===== src/rtl/reg_bank_pkg.sv =====
// Shared definitions for the register bank: write-port operation encodings
// and the address-width derivation used by the top-level port list.
package reg_bank_pkg;

  typedef enum logic [1:0] {
    OP_LOAD = 2'b00,
    OP_INC  = 2'b01,
    OP_DEC  = 2'b10,
    OP_CLR  = 2'b11
  } wr_op_e;

  // Address width for a bank of 'depth' entries; at least one bit even for
  // tiny banks so the address ports never collapse to zero width.
  function automatic int unsigned addr_width(input int unsigned depth);
    return (depth <= 2) ? 1 : $clog2(depth);
  endfunction

endpackage


===== src/rtl/reg_alu_op.sv =====
// Combinational next-value / wrap computation for one register entry.
// Shared by the write path and the read-bypass path so both agree.
// Ports:
//   cur      current entry value
//   op       operation (LOAD/INC/DEC/CLR)
//   data     load data (ignored for other ops)
//   next_val value the entry takes after the operation
//   wrap     1 when INC of all-ones or DEC of zero
module reg_alu_op
  import reg_bank_pkg::*;
#(
  parameter int unsigned WIDTH = 8
) (
  input  logic [WIDTH-1:0] cur,
  input  wr_op_e           op,
  input  logic [WIDTH-1:0] data,
  output logic [WIDTH-1:0] next_val,
  output logic             wrap
);

  always_comb begin
    next_val = cur;
    wrap     = 1'b0;
    unique case (op)
      OP_LOAD: next_val = data;
      OP_INC: begin
        next_val = cur + WIDTH'(1);
        wrap     = &cur;
      end
      OP_DEC: begin
        next_val = cur - WIDTH'(1);
        wrap     = ~|cur;
      end
      OP_CLR:  next_val = '0;
    endcase
  end

endmodule


===== src/rtl/reg_bank.sv =====
// Parametrised register bank: DEPTH entries of WIDTH bits, one
// write/modify port (LOAD/INC/DEC/CLR) and two registered read ports.
// Ports:
//   clk, reset            rising-edge clock, synchronous active-high reset
//   wr_enable/op/addr/data write-port request
//   rd_enable             update both read outputs this cycle
//   rd_addr_a/b           read addresses
//   rd_data_a/b           registered read data (1-cycle latency)
//   wrap                  registered pulse after an INC/DEC wrap-around
module reg_bank
  import reg_bank_pkg::*;
#(
  parameter int unsigned WIDTH    = 8,
  parameter int unsigned DEPTH    = 4,
  parameter bit          ZERO_REG = 1'b0,
  parameter bit          BYPASS   = 1'b1,
  localparam int unsigned ADDR_W  = addr_width(DEPTH)
) (
  input  logic              clk,
  input  logic              reset,
  input  logic              wr_enable,
  input  logic [1:0]        wr_op,
  input  logic [ADDR_W-1:0] wr_addr,
  input  logic [WIDTH-1:0]  wr_data,
  input  logic              rd_enable,
  input  logic [ADDR_W-1:0] rd_addr_a,
  input  logic [ADDR_W-1:0] rd_addr_b,
  output logic [WIDTH-1:0]  rd_data_a,
  output logic [WIDTH-1:0]  rd_data_b,
  output logic              wrap
);

  logic [WIDTH-1:0] mem [DEPTH];

  logic [WIDTH-1:0] wr_cur;
  logic             wr_ok;
  logic             wr_go;
  logic [WIDTH-1:0] alu_next;
  logic             alu_wrap;
  logic [WIDTH-1:0] rd_next_a;
  logic [WIDTH-1:0] rd_next_b;

  // Address decode by comparison against each entry index keeps
  // non-power-of-two depths free of out-of-range array selects.
  always_comb begin
    wr_cur = '0;
    wr_ok  = 1'b0;
    for (int unsigned i = 0; i < DEPTH; i++) begin
      if (wr_addr == ADDR_W'(i)) begin
        wr_cur = mem[i];
        wr_ok  = !(ZERO_REG && (i == 0));
      end
    end
  end

  assign wr_go = wr_enable && wr_ok;

  reg_alu_op #(
    .WIDTH(WIDTH)
  ) u_alu (
    .cur      (wr_cur),
    .op       (wr_op_e'(wr_op)),
    .data     (wr_data),
    .next_val (alu_next),
    .wrap     (alu_wrap)
  );

  // Invalid addresses and the hardwired zero entry fall through to '0.
  always_comb begin
    rd_next_a = '0;
    rd_next_b = '0;
    for (int unsigned i = 0; i < DEPTH; i++) begin
      if (!(ZERO_REG && (i == 0))) begin
        if (rd_addr_a == ADDR_W'(i)) begin
          rd_next_a = (BYPASS && wr_go && (wr_addr == rd_addr_a)) ? alu_next : mem[i];
        end
        if (rd_addr_b == ADDR_W'(i)) begin
          rd_next_b = (BYPASS && wr_go && (wr_addr == rd_addr_b)) ? alu_next : mem[i];
        end
      end
    end
  end

  always_ff @(posedge clk) begin
    if (reset) begin
      for (int unsigned i = 0; i < DEPTH; i++) begin
        mem[i] <= '0;
      end
      rd_data_a <= '0;
      rd_data_b <= '0;
      wrap      <= 1'b0;
    end else begin
      wrap <= wr_go && alu_wrap;
      if (rd_enable) begin
        rd_data_a <= rd_next_a;
        rd_data_b <= rd_next_b;
      end
      for (int unsigned i = 0; i < DEPTH; i++) begin
        if (wr_go && (wr_addr == ADDR_W'(i))) begin
          mem[i] <= alu_next;
        end
      end
    end
  end

endmodule


===== config.mk =====
export PLATFORM = sky130hd
export DESIGN_NAME = reg_bank
export DESIGN_NICKNAME = d
export VERILOG_FILES = /design/src/rtl/reg_bank_pkg.sv /design/src/rtl/reg_alu_op.sv /design/src/rtl/reg_bank.sv
export SDC_FILE = /design/constraint.sdc
export NUM_CORES = 1
export LEC_CHECK = 0
export CORE_MARGIN = 1.5
export CORE_UTILIZATION = 60
export DETAILED_ROUTE_END_ITERATION = 8
export PLACE_DENSITY = 0.85
export SKIP_CTS_REPAIR_TIMING = 1
export SYNTH_ARGS = -nofsm -noshare
export SYNTH_HDL_FRONTEND = slang
export SYNTH_SLANG_ARGS = --single-unit

===== constraint.sdc =====
create_clock -name clk -period 8.9 [get_ports clk]
set_input_delay 0.89 -clock clk [delete_from_list [all_inputs] [get_ports clk]]
set_output_delay 0.89 -clock clk [all_outputs]
set_load 0.01 [all_outputs]

# Word-level counts from Yosys, hierarchy flattened
# Memories as Yosys holds them, arrays and structs flattened.
# Cells that the tools add are included.
[op_classes]
muxes = 44
add_sub_neg = 2
n_eq_ne = 14
n_bitwise = 4
n_reduce_logical = 15
[op_table]
columns = ["operator", "n"]
rows = [
  ["$mux W8", 24],
  ["$pmux W8 S4", 1],
  ["$mux W1", 18],
  ["$eq A2 B2 Y1 const B", 8],
  ["$add A8 B1 Y8 const B", 1],
  ["$eq A2 B1 Y1 const B", 4],
  ["$logic_and A1 B1 Y1", 8],
  ["$logic_not A2 Y1", 4],
  ["$reduce_and A8 Y1", 1],
  ["$reduce_or A8 Y1", 1],
  ["$sub A8 B1 Y8 const B", 1],
  ["$eq A2 B2 Y1", 2],
  ["$or A1 B1 Y1", 4],
  ["$pmux W1 S2", 1],
  ["$logic_not A1 Y1", 1],
]
[word_totals]
ff_bits = 17
ramBits = 32
out_inout_bits = 17
memories = 1
in_bits = 20
[memory_table]
columns = ["memory", "words", "word_bits", "rd", "rd_ports_with_merged_regs", "wr", "line", "rtl"]
rows = [
  ["mem", 4, 8, 4, 0, 4, "reg_bank.sv:33", "logic [WIDTH-1:0] mem [DEPTH];"],
]

# Longest topological paths before layout
# Gate-level depths: netlist of the first run.
[depth]
depth_word = 12
mapped_depth = 10

# Cells and area by module
# A second synthesis of the first run with hierarchy kept.
[unflattened]
cells_unflattened = 299
hier_area_um2 = 3560.9
[modules_own_cells]
columns = ["mod", "area_per_inst_um2", "n_inst", "cells_each"]
rows = [
  ["reg_bank", 2900.3, 1, 207],
  ["reg_alu_op", 660.6, 1, 92],
]

# Least setup slack after synthesis of the first run
# OpenSTA, ideal clock, no wires.
[synth_timing]
path_kind = "input -> register"
startpoint = "input port wr_addr[0]"
endpoint = "register rd_data_a[6]"
arrival_ps = 3346
path_slack_ps = 5423
cell_stages = 10
cell_sequence = "buf_6 -> buf_2 -> mux4_2 -> fa_1 -> a21o_1 -> a221oi_1 -> xnor2_1 -> a22oi_1 -> o211a_1 -> nor3_1"
[synth_via]
elab_chain_cells = 12
elab_cells_between_ends = 26
cone_classes = "2 x add/sub; 4 x eq/ne; 17 x mux; 3 x reduce/logical"
[synth_rtl]
columns = ["item", "line", "rtl"]
rows = [
  ["from (decl)", "reg_bank.sv:23", "input logic [ADDR_W-1:0] wr_addr,"],
  ["$logic_not A2 Y1", "reg_bank.sv:49", "if (wr_addr == ADDR_W'(i)) begin"],
  ["$mux W8 / $mux W1 (equally long branches) (4 in a row)", "reg_bank.sv:49", ""],
  ["$sub A8 B1 Y8, or another cell as far along", "reg_alu_op.sv:31", "next_val = cur - WIDTH'(1);"],
  ["$pmux W8 S4 / $logic_and A1 B1 Y1 (equally long branches)", "reg_alu_op.sv:24, reg_bank.sv:75", ""],
  ["$mux W8", "reg_bank.sv:75", "rd_next_a = (BYPASS && wr_go && (wr_addr == rd_addr_a)) ? alu_next : mem[i];"],
  ["$mux W8 (3 in a row)", "reg_bank.sv:74", "if (rd_addr_a == ADDR_W'(i)) begin"],
  ["$mux W8 *", "reg_bank.sv:74", ""],
  ["to (signal assigned)", "reg_bank.sv:95", "rd_data_a <= rd_next_a;"],
  ["to (decl)", "reg_bank.sv:28", "output logic [WIDTH-1:0] rd_data_a,"],
]
# Every way passes the cells marked *; elsewhere a longest branch is shown, timed or not.
# A chain may end at the register's enable or synchronous reset.

# Worst setup path after layout of the first run
[layout_timing]
startpoint = "input port wr_addr[0]"
endpoint = "register rd_data_b[6]"
[layout_via]
elab_chain_cells = 12
elab_cells_between_ends = 26
cone_classes = "2 x add/sub; 4 x eq/ne; 17 x mux; 3 x reduce/logical"
[layout_rtl]
columns = ["item", "line", "rtl"]
rows = [
  ["$logic_not A2 Y1", "reg_bank.sv:49", ""],
  ["$mux W8 / $mux W1 (equally long branches) (4 in a row)", "reg_bank.sv:49", ""],
  ["$sub A8 B1 Y8, or another cell as far along", "reg_alu_op.sv:31", ""],
  ["$pmux W8 S4 / $logic_and A1 B1 Y1 (equally long branches)", "reg_alu_op.sv:24, reg_bank.sv:78", ""],
  ["$mux W8", "reg_bank.sv:78", "rd_next_b = (BYPASS && wr_go && (wr_addr == rd_addr_b)) ? alu_next : mem[i];"],
  ["$mux W8 (3 in a row)", "reg_bank.sv:77", "if (rd_addr_b == ADDR_W'(i)) begin"],
  ["$mux W8 *", "reg_bank.sv:77", ""],
  ["to (signal assigned)", "reg_bank.sv:96", "rd_data_b <= rd_next_b;"],
  ["to (decl)", "reg_bank.sv:29", "output logic [WIDTH-1:0] rd_data_b,"],
]
# Marked as above.

==> results of run 1 <==
[worst max-delay path: cells and delay by family]
kind            cells  cell delay, ns
compound gates      4            1.29
buf+inv             1            1.05
mux                 2            0.77
fa+ha+maj           1            0.46
xor+xnor            1            0.10
simple gates        1            0.05
[per-stage QoR]
| step | utilization | cell area, µm² | hold WS, ns |
|---|---|---|---|
| floorplan | - | 3050 | 0.494 |
| global placement | 0.712 | 3430 | 0.467 |
| detailed placement | 0.712 | 3430 | 0.468 |
| CTS | 0.729 | 3510 | 0.483 |
| global route | 0.729 | 3510 | 0.514 |
| finish | 0.729 | 3510 | 0.479 |
[flip-flops by register name, indices dropped and copies added, names as in the netlist]
name and flops:
mem 32, rd_data_a 8, rd_data_b 8, wrap 1
[area by class of cell]
class	instances	area [µm²]	share of cell area
Clock buffer	7	76.3	0.0217
Clock inverter	1	5.00	0.00143
Inverter	6	22.5	0.00642
Multi-Input combinational cell	200	1650	0.471
Sequential cell	49	1300	0.371
Tap cell	67	83.8	0.0239
Timing Repair Buffer	37	368	0.105
[report_power, final]
part / internal [W] / leakage [nW] / switching, W
Clock: 0.0000553 / 0.0422 / 0.0000758
Combinational: 0.0000617 / 0.844 / 0.0000740
Sequential: 0.000256 / 0.476 / 0.00000875
Total: 0.000373 / 1.36 / 0.000159
[routing by layer]
| metal | vias up | wire length [µm] | share of wire | track usage |
|---|---|---|---|---|
| met3 | 23 | 684 | 0.088 | 0.0542 |
| met5 | - | 0 | 0 | 0 |
| li1 | 1086 | - | - | - |
| met4 | 0 | 263 | 0.034 | 0.145 |
| met2 | 170 | 3740 | 0.48 | 0.471 |
| met1 | 1157 | 3090 | 0.40 | 0.406 |
[cell usage in the layout, fill, tap and decap left out, types with 6 or more instances in the layout]
| cell | instances |
|---|---|
| clkdlybuf4s50_1 | 36 |
| nor2_1 | 51 |
| inv_1 | 6 |
| nand2_1 | 19 |
| a21oi_1 | 6 |
| a21o_1 | 7 |
| edfxtp_1 | 32 |
| o211a_1 | 9 |
| dfxtp_1 | 17 |
| ha_1 | 10 |
| mux4_2 | 21 |
| o21ai_0 | 8 |
| nor3_1 | 9 |
[logic make-up (layout without fill, tap and decap cells)]
family                   Yosys count  count (layout)  share of synthesized area
flip-flops                        49              49                      0.426
AO/OA/AOI/OAI                     52              52                      0.132
multiplexers                      27              27                      0.185
buffers and inverters             22              51                     0.0320
AND/OR/NAND/NOR                  102             102                      0.151
XOR/XNOR                           8               8                     0.0254
adder cells (fa/ha/maj)           11              11                     0.0476
[worst min-delay path by stage]
stage	cells past startpoint	endpoint	slack [ns]	from
4_1_cts	2	rd_data_a[4]	0.48	rd_data_a[4]
5_1_grt	2	rd_data_b[4]	0.51	rd_data_b[4]
2_1_floorplan	2	rd_data_a[6]	0.49	rd_data_a[6]
3_3_place_gp	2	rd_data_a[4]	0.47	rd_data_a[4]
6_report	2	rd_data_a[4]	0.48	rd_data_a[4]
3_5_place_dp	2	rd_data_a[4]	0.47	rd_data_a[4]
==> results_dict.tcl, run 1 <==
set metrics [dict create \
    status "complete, no violations" \
    r2r_slack_ns 5.77 \
    synth-edff-count 32 \
    maxCapViolations 0 \
    core_area_um2 4820 \
    cp_cell_sequence "clkdlybuf4s50_1 -> mux2i_1 -> mux2i_1 -> fa_1 -> a21o_1 -> a221oi_1 -> xnor2_1 -> a22oi_1 -> o211a_1 -> nor3_1" \
    power.density_nw_per_um2 152 \
    max_stage_delay_ns 1.05 \
    route.vias.total 2436 \
    synthCells 271 \
    vias_per_cell 6.64 \
    die_h_um 74.3 \
    detailed_place_hpwl_mm 5.58 \
    synth_top_area_cell "edfxtp_1" \
    row_count 25 \
    rr_endpoint "rd_data_b[6]" \
    firstDrtPassIters 6 \
    p_leak_nw 1.36 \
    worst_pin_slew_ns 0.892 \
    synth.distinct_cells 49 \
    fin_worst_skew_ns 0.00642 \
    syn_area_um2 3050 \
    worst_ep_arrival_time_ns 4.64 \
    hold_class "reg2reg" \
    layout_min_cycle_time_ns 4.47 \
    dp.cells 359 \
    worst_slack_ns 4.43 \
    dieArea_um2 5520 \
    final_cells 367 \
    synthFlopType "edfxtp_1" \
    finalCritPeriodShare 0.502 \
    tritoncts "done" \
    finalHoldViolCount 0 \
    power_w 0.000532 \
    max-slew-margin-rel 0.404 \
    postSynthAreaPerCell_um2 11.3 \
    async_flop_share 0 \
    pre_cts_ws_ns 4.17 \
    rr_startpoint "mem[3][0]" \
    wire_per_inst_um 21.2 \
    max_freq_ghz 0.224 \
    die_w_um 74.3 \
    seq_area_frac_synth 0.426 \
    ant_nets 0 \
    endpoint "rd_data_b[6]" \
    io_pins 37 \
    cts.sinks 49 \
    area_growth_pct 15.0 \
    grt_pass1_wl_mm 11.6 \
    cts_htree_levels 2 \
    cts_buffers 5 \
    ys_ff_latch 49 \
    vdd_ir_drop_max_uv 141 \
    clk_pin_slew_ns 0.09 \
    fin_tns_setup_ns 0 \
    cp_slowest_cell "clkdlybuf4s50_1" \
    place.gp.congestion 0.907 \
    drv_slew 0 \
    rsz0062_at_grt "no" \
    startpoint_type "input port" \
    clockBufferDepth 2 \
    port_buffers 36 \
    totalWireLength_mm 7.77 \
    synth_fp_nets 302 \
    critical_path_peak_fanout 17 \
    synth_top_area_frac 0.315 \
    worst_ep_required_time_ns 9.07 \
    clock_latency_ns 0.31 \
    first_iter_violations 278 \
    yosys-top-cells-area "edfxtp_1, mux4_2, dfxtp_1, nor2_1, ha_1" \
    cp_common_cell "mux2i_1" \
    yosysMostFrequentCell "nor2_1" \
    antenna_found_initial 0 \
    grt_util_all_layers 0.299 \
    cp-end-kind "register" \
    initial_core_util 0.634 \
    synth.top_cells.by_count "nor2_1, edfxtp_1, mux4_2" \
    grt_max_degree 35 \
    cp-startpoint "wr_addr[0]" \
    cts_root_buf "clkbuf_8" \
    r2r_cells 9 \
    grt_overflow 0 \
    ys_warn_count 0 \
    diodes 0 \
    grt_pass1_vias 2223 \
    nets 330 \
    critPathKind "in2reg" \
    drcViolationCount 0 \
    finalSetupViolations 0 \
    n_fill_cell 355 \
    drive_above_1_share 0.120 \
]
No activity file was read; power rests on OpenSTA's default activity.
==> inputs of run 2 (changes only) <==
--- a/config.mk
+++ b/config.mk
@@ -6,9 +6,9 @@
 export NUM_CORES = 1
 export LEC_CHECK = 0
 export CORE_MARGIN = 1.5
-export CORE_UTILIZATION = 60
+export CORE_UTILIZATION = 51
 export DETAILED_ROUTE_END_ITERATION = 8
-export PLACE_DENSITY = 0.85
+export PLACE_DENSITY = 0.77
 export SKIP_CTS_REPAIR_TIMING = 1
 export SYNTH_ARGS = -nofsm -noshare
 export SYNTH_HDL_FRONTEND = slang
==> constraint.sdc (replaced) <==
create_clock -name clk -period 3.9 [get_ports clk]
set_input_delay 0.39 -clock clk [delete_from_list [all_inputs] [get_ports clk]]
set_output_delay 0.39 -clock clk [all_outputs]
set_load 0.01 [all_outputs]
==> run 2 against run 1 <==
Setup slack lost 3.9 ns; non-clock buffer count up 11; combinational power increased by 140%; first-iteration DRC count shrank 2.2%; worst hold slack better by 0.0025 ns; die area rose by 17%; largest power group unchanged.
==> results_dict.tcl, run 2 (same netlist as run 1, synthesis figures left out) <==
set metrics [dict create \
    drcViolationCount 0 \
    place.gp.congestion 0.916 \
    worst_ep_required_time_ns 3.95 \
    antenna_found_initial 0 \
    grt_pass1_wl_mm 12.1 \
    row_count 27 \
    clockBufferDepth 2 \
    p_leak_nw 1.42 \
    layout_commonest_cell "nor2_1" \
    worst_pin_slew_ns 0.666 \
    detailed_place_hpwl_mm 5.70 \
    worst_ep_arrival_time_ns 3.45 \
    area_growth_pct 18.7 \
    port_buffers 36 \
    r2r_cells 8 \
    cts_htree_levels 2 \
    totalWireLength_mm 7.82 \
    max_stage_delay_ns 0.70 \
    die_h_um 80.4 \
    nets 341 \
    firstDrtPassIters 4 \
    status "complete, no violations" \
    first_iter_violations 272 \
    tritoncts "done" \
    rsz0062_at_grt "no" \
    power_w 0.00129 \
    drv_slew 0 \
    maxCapViolations 0 \
    layout_min_cycle_time_ns 3.40 \
    finalHoldViolCount 0 \
    initial_core_util 0.541 \
    max-slew-margin-rel 0.555 \
    diodes 0 \
    final_cell_area_um2 3620 \
    fin_worst_skew_ns 0.0130 \
    final-seq-area_um2 1300 \
    fin_tns_setup_ns 0 \
    wire_per_inst_um 20.4 \
    top_regs "mem (32), rd_data_a (8), rd_data_b (8)" \
    finalCritPeriodShare 0.872 \
    cts_root_buf "clkbuf_8" \
    n_fill_cell 439 \
    cts_buffers 5 \
    multi_input_area_um2 1650 \
    clk_pin_slew_ns 0.09 \
    postLayoutCoreUtil 0.642 \
    cts.sinks 49 \
    critPathKind "in2reg" \
    startpoint_type "input port" \
    grt_overflow 0 \
    dieArea_um2 6460 \
    die_w_um 80.4 \
    holdWs_ns 0.482 \
    cp_cell_sequence "clkdlybuf4s50_1 -> mux4_1 -> ha_1 -> nand3_1 -> o22ai_1 -> o211a_1 -> or3_4 -> a32oi_2 -> nor2_1" \
    power.density_nw_per_um2 356 \
    finalSetupViolations 0 \
    max_freq_ghz 0.294 \
    route.vias.total 2436 \
    place_area_um2 3520 \
    ant_nets 0 \
    whs_path_depth 2 \
    cp-end-kind "register" \
    cp_slowest_cell "mux4_1" \
    drive_above_1_share 0.151 \
    grt_util_all_layers 0.257 \
    vias_per_cell 6.36 \
    grt_pass1_vias 2315 \
    vdd_ir_drop_max_uv 261 \
    hold_class "reg2reg" \
    core_area_um2 5640 \
    top_register "mem" \
    largest_reg_flops 32 \
    io_pins 37 \
    final_cell_mix "nor2_1, clkdlybuf4s50_1, edfxtp_1" \
    grt_max_degree 35 \
    clock_latency_ns 0.30 \
    critical_path_peak_fanout 5 \
]
-- run 2: cell count changes in the layout (fill, tap and decap cells not counted), sizes merged --
| cell | delta |
|---|---|
| clkbuf | -1 |
| buf | +11 |
| bufinv | +1 |
-- run 2: worst paths after layout --
check,start,slack (ns),end
max reg2reg,mem[1][2],0.86,mem[2][5]
max,wr_addr[0],0.50,mem[2][5]
min,rd_data_b[4],0.48,rd_data_b[4]
min reg2reg,rd_data_b[4],0.48,rd_data_b[4]
-- run 2: routing by layer --
layer | vias up | track usage | share of wire
li1 | 1107 | - | -
met4 | 0 | 0.0983 | 0.031
met2 | 146 | 0.417 | 0.49
met5 | - | 0 | 0
met1 | 1164 | 0.334 | 0.39
met3 | 19 | 0.0614 | 0.093
-- run 2: area by class of cell --
class,count,area share
Clock buffer,6,0.0200
Clock inverter,2,0.00932
Inverter,6,0.00622
Multi-Input combinational cell,200,0.456
Sequential cell,49,0.359
Tap cell,72,0.0249
Timing Repair Buffer,48,0.124
-- run 2: metrics by stage --
step,setup slack [ns],cells
CTS,0.529,383
finish,0.500,383
global route,0.323,383
detailed placement,0.208,375
global placement,0.218,375
floorplan,0.923,271
-- run 2: worst max-delay path, delay by kind of cell --
kind	cells	cell delay (ns)
buf+inv	1	0.62
compound gates	3	0.76
fa+ha+maj	1	0.39
mux	1	0.70
simple gates	3	0.59
-- run 2: where the power goes --
group / leakage, nW / internal, W / switching [W]
logic: 0.894 / 0.000154 / 0.000170
clock network: 0.0528 / 0.000190 / 0.000170
registers: 0.476 / 0.000585 / 0.0000210
